--- src/rtl/cf_math_pkg.sv ---
// cf_math_pkg: small elaboration-time math helpers shared across the codebase.
//   idx_width(n) : bits needed to index n items (at least 1)
//   ceil_div(a,b): integer ceiling division
package cf_math_pkg;

  function automatic int unsigned idx_width(input int unsigned num_idx);
    return (num_idx > 32'd1) ? unsigned'($clog2(num_idx)) : 32'd1;
  endfunction

  function automatic int unsigned ceil_div(input int unsigned dividend,
                                           input int unsigned divisor);
    return (dividend + divisor - 32'd1) / divisor;
  endfunction

endpackage

--- src/rtl/dma_burst_pkg.sv ---
// dma_burst_pkg: shared types and constants for the DMA burst scheduler.
//   PageBytes     : AXI bursts must not cross this boundary
//   AxLenWidth    : width of the AXI AxLEN field
//   burst_state_e : scheduler FSM states
//   burst_req_t   : registered burst fields (addr held at the widest supported width)
//   beats_of()    : ceil(len / beat_bytes) via shift plus OR of the remainder bits
package dma_burst_pkg;
  import cf_math_pkg::idx_width;

  localparam int unsigned PageBytes    = 4096;
  localparam int unsigned AxLenWidth   = 8;
  localparam int unsigned MaxAddrWidth = 64;
  localparam int unsigned MaxLenWidth  = 64;

  typedef enum logic [1:0] {
    IDLE,
    CALC,
    ISSUE,
    DONE
  } burst_state_e;

  typedef struct packed {
    logic [MaxAddrWidth-1:0] addr;
    logic [AxLenWidth-1:0]   len;
    logic                    last;
  } burst_req_t;

  function automatic logic [MaxLenWidth:0] beats_of(input logic [MaxLenWidth-1:0] len,
                                                    input int unsigned beat_bytes);
    int unsigned           off;
    logic [MaxLenWidth-1:0] mask;
    off  = idx_width(beat_bytes);
    mask = (MaxLenWidth'(1) << off) - MaxLenWidth'(1);
    return {1'b0, len >> off} + (MaxLenWidth + 1)'(|(len & mask));
  endfunction

endpackage

--- src/rtl/dma_burst_len_calc.sv ---
// dma_burst_len_calc: combinational beat count for the next burst.
//   cur_addr  : beat-aligned address of the next burst
//   rem_beats : beats still to issue for the command (non-zero when used)
//   n         : min(rem_beats, MaxBeats, beats left in the 4 KiB page)
//   last      : this burst finishes the command
module dma_burst_len_calc
  import dma_burst_pkg::*;
  import cf_math_pkg::*;
#(
  parameter int unsigned AddrWidth = 64,
  parameter int unsigned DataWidth = 64,
  parameter int unsigned RemWidth  = 30,
  parameter int unsigned MaxBeats  = 256
) (
  input  logic [AddrWidth-1:0] cur_addr,
  input  logic [RemWidth-1:0]  rem_beats,
  output logic [RemWidth-1:0]  n,
  output logic                 last
);

  localparam int unsigned BeatBytes = DataWidth / 8;
  localparam int unsigned OffW      = idx_width(BeatBytes);
  localparam int unsigned PageBeats = ceil_div(PageBytes, BeatBytes);

  logic [RemWidth-1:0] page_left;
  logic                unused_addr;

  // Beats until the page boundary; ranges 1..PageBeats.
  assign page_left = RemWidth'(PageBeats) - RemWidth'(cur_addr[11:OffW]);

  // Only the in-page beat index matters here.
  assign unused_addr = ^{cur_addr[AddrWidth-1:12], cur_addr[OffW-1:0]};

  always_comb begin
    n = rem_beats;
    if (n > RemWidth'(MaxBeats)) n = RemWidth'(MaxBeats);
    if (n > page_left)           n = page_left;
  end

  assign last = (n == rem_beats);

endmodule

--- src/rtl/dma_burst_sched.sv ---
// dma_burst_sched: splits one (address, byte length) command into AXI bursts
// of at most MaxBeats beats that never cross a 4 KiB page.
//   clk_i, rst_i         : clock, asynchronous active-high reset
//   cmd_valid_i/ready_o  : command handshake (ready only while idle)
//   cmd_addr_i, cmd_len_i: start address (sub-beat bits ignored), byte length
//   burst_valid_o/ready_i: burst handshake toward the AXI address channel
//   burst_addr_o/len_o   : beat-aligned burst address, AxLEN (beats-1)
//   burst_last_o         : final burst of the command
//   cmd_done_o           : one-cycle pulse after the command is fully issued
//   busy_o               : FSM is not idle
module dma_burst_sched
  import dma_burst_pkg::*;
  import cf_math_pkg::*;
#(
  parameter int unsigned AddrWidth = 64,
  parameter int unsigned LenWidth  = 32,
  parameter int unsigned DataWidth = 64,
  parameter int unsigned MaxBeats  = 256
) (
  input  logic                  clk_i,
  input  logic                  rst_i,
  input  logic                  cmd_valid_i,
  output logic                  cmd_ready_o,
  input  logic [AddrWidth-1:0]  cmd_addr_i,
  input  logic [LenWidth-1:0]   cmd_len_i,
  output logic                  burst_valid_o,
  input  logic                  burst_ready_i,
  output logic [AddrWidth-1:0]  burst_addr_o,
  output logic [AxLenWidth-1:0] burst_len_o,
  output logic                  burst_last_o,
  output logic                  cmd_done_o,
  output logic                  busy_o
);

  localparam int unsigned BeatBytes = DataWidth / 8;
  localparam int unsigned OffW      = idx_width(BeatBytes);
  localparam int unsigned RemW      = LenWidth - OffW + 1;

  burst_state_e         state;
  logic [AddrWidth-1:0] cur_addr;
  logic [RemW-1:0]      rem_beats;
  burst_req_t           burst_q;
  logic                 burst_valid_q;
  logic                 cmd_ready_q;
  logic                 cmd_done_q;

  logic [RemW-1:0]      cmd_beats;
  logic [RemW-1:0]      calc_n;
  logic                 calc_last;
  logic                 unused_addr_lo;

  assign cmd_beats      = RemW'(beats_of(MaxLenWidth'(cmd_len_i), BeatBytes));
  assign unused_addr_lo = ^cmd_addr_i[OffW-1:0];

  dma_burst_len_calc #(
    .AddrWidth (AddrWidth),
    .DataWidth (DataWidth),
    .RemWidth  (RemW),
    .MaxBeats  (MaxBeats)
  ) u_len_calc (
    .cur_addr  (cur_addr),
    .rem_beats (rem_beats),
    .n         (calc_n),
    .last      (calc_last)
  );

  always_ff @(posedge clk_i or posedge rst_i) begin
    if (rst_i) begin
      state         <= IDLE;
      cur_addr      <= '0;
      rem_beats     <= '0;
      burst_q       <= '0;
      burst_valid_q <= 1'b0;
      cmd_ready_q   <= 1'b0;
      cmd_done_q    <= 1'b0;
    end else begin
      case (state)
        IDLE: begin
          cmd_done_q <= 1'b0;
          // Ready is registered and reset low, so it rises on the first idle
          // cycle after reset and otherwise is set on the way out of DONE.
          if (!cmd_ready_q) begin
            cmd_ready_q <= 1'b1;
          end else if (cmd_valid_i) begin
            cmd_ready_q <= 1'b0;
            cur_addr    <= {cmd_addr_i[AddrWidth-1:OffW], {OffW{1'b0}}};
            rem_beats   <= cmd_beats;
            if (cmd_beats == '0) begin
              state      <= DONE;
              cmd_done_q <= 1'b1;
            end else begin
              state <= CALC;
            end
          end
        end
        CALC: begin
          burst_q.addr  <= MaxAddrWidth'(cur_addr);
          burst_q.len   <= AxLenWidth'(calc_n - RemW'(1));
          burst_q.last  <= calc_last;
          rem_beats     <= rem_beats - calc_n;
          cur_addr      <= cur_addr + (AddrWidth'(calc_n) << OffW);
          burst_valid_q <= 1'b1;
          state         <= ISSUE;
        end
        ISSUE: begin
          if (burst_ready_i) begin
            burst_valid_q <= 1'b0;
            if (burst_q.last) begin
              state      <= DONE;
              cmd_done_q <= 1'b1;
            end else begin
              state <= CALC;
            end
          end
        end
        DONE: begin
          cmd_done_q  <= 1'b0;
          cmd_ready_q <= 1'b1;
          state       <= IDLE;
        end
        default: state <= IDLE;
      endcase
    end
  end

  assign cmd_ready_o   = cmd_ready_q;
  assign burst_valid_o = burst_valid_q;
  assign burst_addr_o  = burst_q.addr[AddrWidth-1:0];
  assign burst_len_o   = burst_q.len;
  assign burst_last_o  = burst_q.last;
  assign cmd_done_o    = cmd_done_q;
  assign busy_o        = (state != IDLE);

endmodule

--- config.mk ---
export PLATFORM = sky130hd
export DESIGN_NAME = dma_burst_sched
export DESIGN_NICKNAME = d
export VERILOG_FILES = /design/src/rtl/cf_math_pkg.sv /design/src/rtl/dma_burst_pkg.sv /design/src/rtl/dma_burst_len_calc.sv /design/src/rtl/dma_burst_sched.sv
export SDC_FILE = /design/constraint.sdc
export NUM_CORES = 1
export LEC_CHECK = 0
export BUFFER_PORTS_ARGS = -buffer_cell sky130_fd_sc_hd__buf_2
export CAP_MARGIN = 20
export CORE_MARGIN = 2
export CORE_UTILIZATION = 30
export DETAILED_ROUTE_END_ITERATION = 10
export HOLD_SLACK_MARGIN = 0.06
export PLACE_DENSITY_LB_ADDON = 0.25
export SYNTH_ARGS = -nofsm -noshare
export SYNTH_HDL_FRONTEND = slang
export SYNTH_SLANG_ARGS = --single-unit
--- constraint.sdc ---
create_clock -name clk_i -period 19 [get_ports clk_i]
set_clock_uncertainty 0.2 [all_clocks]
set_input_delay 0.95 -clock clk_i [delete_from_list [all_inputs] [get_ports clk_i]]
set_output_delay 0.95 -clock clk_i [all_outputs]
set_load 0.005 [all_outputs]
==> metrics.csv <==
stage,metric,value,unit
logic_synthesis,"Top FF cell, synth",dfrtp_1,
global_route,first-pass GRT wire length,57.24,mm
layout,Fillers,4230,
placement,DP HPWL,26.30,mm
logic_synthesis,cell count after synthesis,1400,
die,die width,205.0,um
critical_path,r2r setup slk,10.91,ns
cts,CTS tree,built,
timing,RSZ-0062 raised after global routing,false,
logic_synthesis,cell taking the most area after synthesis,dfrtp_1,
status,status,"finished, final reports clean",
routing,routed wire length,35.99,mm
layout,Layout area overhead,17.43,%
die,die area,42010,um2
logic_synthesis,Avg Synthesized Cell Area,8.654,um2
logic_synthesis,complex-gate fraction of the synthesized area,21.20,%
die,# IOs,177,
global_route,vias in the first global route,10455,
logic_synthesis,Synth Register Bits,166,
timing,actual slew at the worst max-slew pin,1.017,ns
cts,clk_lat worst skew,0.44,ns
timing,Setup TNS,0,ns
die,row count,73,
pwr,Total Power,2.633,mW
global_route,GRT Util Overall,17.10,%
critical_path,worst reg2reg startpoint,rem_beats[10],
cts,Worst-path clk slew,0.08,ns
logic_synthesis,post-synthesis xor/xnor area fraction,6.289,%
routing,Post-DRT Antenna Nets,0,
layout,Nets,1751,
logic_synthesis,Mapped Area,12120,um2
pwr,power per cell area,185.1,nW/um2
logic_synthesis,Simple-Gate Fraction of Synth Area,18.56,%
critical_path,reg2reg end,cur_addr[43],
critical_path,CP arrival,8.22,ns
layout,diode count,0,
logic_synthesis,Post-Synth Adder-Cell Area,8.283,%
critical_path,crit end category,register,
routing,wire per inst,17.06,um
layout,"commonest non-fill, non-tap cells in the layout","170 x buf_2, 166 x dfrtp_1, 130 x a21oi_1, 124 x nand2_1, 108 x nor2_1",
global_route,global route total overflow,0,
timing,"Setup violations, final",0,
logic_synthesis,"FFs w/ async S/R, synth",100.0,%
timing,Final period util,42.57,%
pwr,Leakage,6.261,nW
logic_synthesis,top post-synthesis cells by area,"dfrtp_1 34%, ha_1 8.0%, mux2_2 5.5%",
routing,routed via count,10918,
timing,FMAX,123.6,MHz
critical_path,R2R cell count,25,
timing,Max Slew Vio Count,0,
cts,Setup Buffers After CTS,0,
logic_synthesis,multiplexer share of the synthesized area,7.178,%
pwr,Peak VDD IR,0.1437,mV
logic_synthesis,top cell type's share of synthesized area,34.29,%
critical_path,CP Launch Type,register,
timing,clock period minus worst slack,8.088,ns
placement,IO buf count,170,
min_path,WHS Path Cells,1,
cts,CTS hold repair buffers,0,
min_path,Hold Startpoint,burst_addr_o[7],
routing,drc violations,0,
cts,H-tree depth,4,
logic_synthesis,largest family of logic cells by synthesized area,compound AO/OA/AOI/OAI gates,
logic_synthesis,Post-synth EDFFs,0,
min_path,hold crit path type,register to register,
cts,clock sinks,166,
timing,Final Hold Fails,0,
placement,RePlAce Congestion,0.8620,
cts,CTS root buffer,clkbuf_16,
global_route,antenna violations before repair,1,
cts,quantity of gates resized following cts,0,
logic_synthesis,synth unique cells,81,
timing,max_slew headroom,32.21,%
logic_synthesis,"Seq/Total Area, Yosys",34.29,%
routing,1st-iter DRT viols,668,
min_path,Hold EP,burst_addr_o[7],
layout,"commonest non-fill, non-tap cell in the layout",buf_2,
job,max cap viols,0,
die,core box area,39820,um2
critical_path,CP max FO,12,
layout,fraction of layout cells with a size suffix above 1,19.18,%
routing,number of detailed-route iterations in the first pass,5,
cts,Max clock buf depth,2,
critical_path,CP required,19.13,ns
die,Starting Density,30.42,%
critical_path,worst setup path category,register to register,
routing,Via density,5.174,
die,Chip Height,205.0,um
global_route,largest net degree at the start of global routing,213,
logic_synthesis,YS warnings,0,
cts,total CTS buffers,17,
[synth_stat cells, types with 31 or more instances]
cell      number
dfrtp_1      166
a21oi_1      130
nand2_1      124
nor2_1       108
o21ai_0       85
ha_1          77
inv_1         63
mux2_2        59
xnor2_1       56
clkbuf_1      51
nand3_1       45
and3_1        31
nor3_1        31
xor2_1        31
[critical path, stage by stage, from the launching register on]
cell,delay [ns]
dfrtp_1,0.41
nor4_1,0.50
nand4_1,0.20
nor4_1,0.38
a21boi_0,0.22
buf_4,0.18
and2_1,0.18
ha_1,0.25
nor2b_1,0.13
o21a_1,0.16
o21ai_0,0.14
a21oi_1,0.11
o21ai_1,0.50
nand2_1,0.46
mux2i_1,0.67
inv_1,0.10
ha_1,0.39
o21a_1,0.13
o31ai_1,0.14
a211oi_1,0.54
o21ai_0,0.32
a21o_1,0.29
a21oi_1,0.76
nand3_1,0.20
o22ai_1,0.18
o2bb2a_1,0.23
[routing by layer]
layer / wire length, um / track usage (%) / share of wire, % / up-vias
li1: - / - / - / 5421
met1: 18260 / 25.47 / 51 / 5193
met2: 15470 / 25.98 / 43 / 276
met3: 1746 / 2.307 / 4.9 / 28
met4: 512 / 4.060 / 1.4 / 0
met5: 0 / 0 / 0 / -
[worst max-delay path by stage]
stage	slack (ns)	end	start	depth (start not counted)
finish	10.91	cur_addr[43]	rem_beats[10]	25
global route	10.13	cur_addr[43]	rem_beats[10]	28
CTS	10.88	cur_addr[43]	rem_beats[10]	25
detailed placement	10.91	cur_addr[43]	rem_beats[10]	25
global placement	11.00	cur_addr[43]	rem_beats[10]	28
floorplan	12.60	cur_addr[59]	rem_beats[1]	28
[where the power goes]
| part | internal, mW | leakage, nW | total, mW | switching (mW) |
|---|---|---|---|---|
| sequential | 0.533 | 1.93 | 0.683 | 0.150 |
| clock | 0.189 | 0.281 | 0.359 | 0.170 |
| combinational | 0.675 | 4.05 | 1.59 | 0.915 |
[through the flow]
stage	setup slack, ns	area, um2	util [%]	cells	hold slack [ns]
after global placement	11.00	13620	34.20	2077	0.2852
after detailed placement	10.91	13620	34.20	2077	0.2906
after floorplan	12.60	12270	-	1441	0.2683
after CTS	10.88	14200	35.66	2109	0.3078
final	10.91	14230	35.73	2110	0.3008
after global routing	10.13	14230	35.73	2110	0.3195
[state kept, by name (all words and copies together), names as in the netlist]
register,cells
state,2
cur_addr,61
cmd_ready_o,1
burst_last_o,1
burst_addr_o,61
cmd_done_o,1
burst_len_o,8
rem_beats,30
burst_valid_o,1
[kinds of logic (layout without fill, tap and decap cells)]
family                     Yosys count  after routing
and+or+nand+nor                    451            451
DFF                                166            166
other                                2             43
muxes                               79             79
buffers and inverters              130            274
AOI/OAI and AO/OA                  406            406
xor gates and xnor gates            87             87
adders and majority gates           79             79
[final cells by class]
class	instances	area, um2	share of cell area, %
Tap cell	525	656.9	4.617
Inverter	64	245.2	1.724
Multi-Input combinational cell	1145	7649	53.76
Timing Repair Buffer	178	943.4	6.631
Sequential cell	166	4154	29.20
Clock buffer	19	442.9	3.113
Clock inverter	13	136.4	0.9586
No activity file was read; power rests on OpenSTA's default activity.
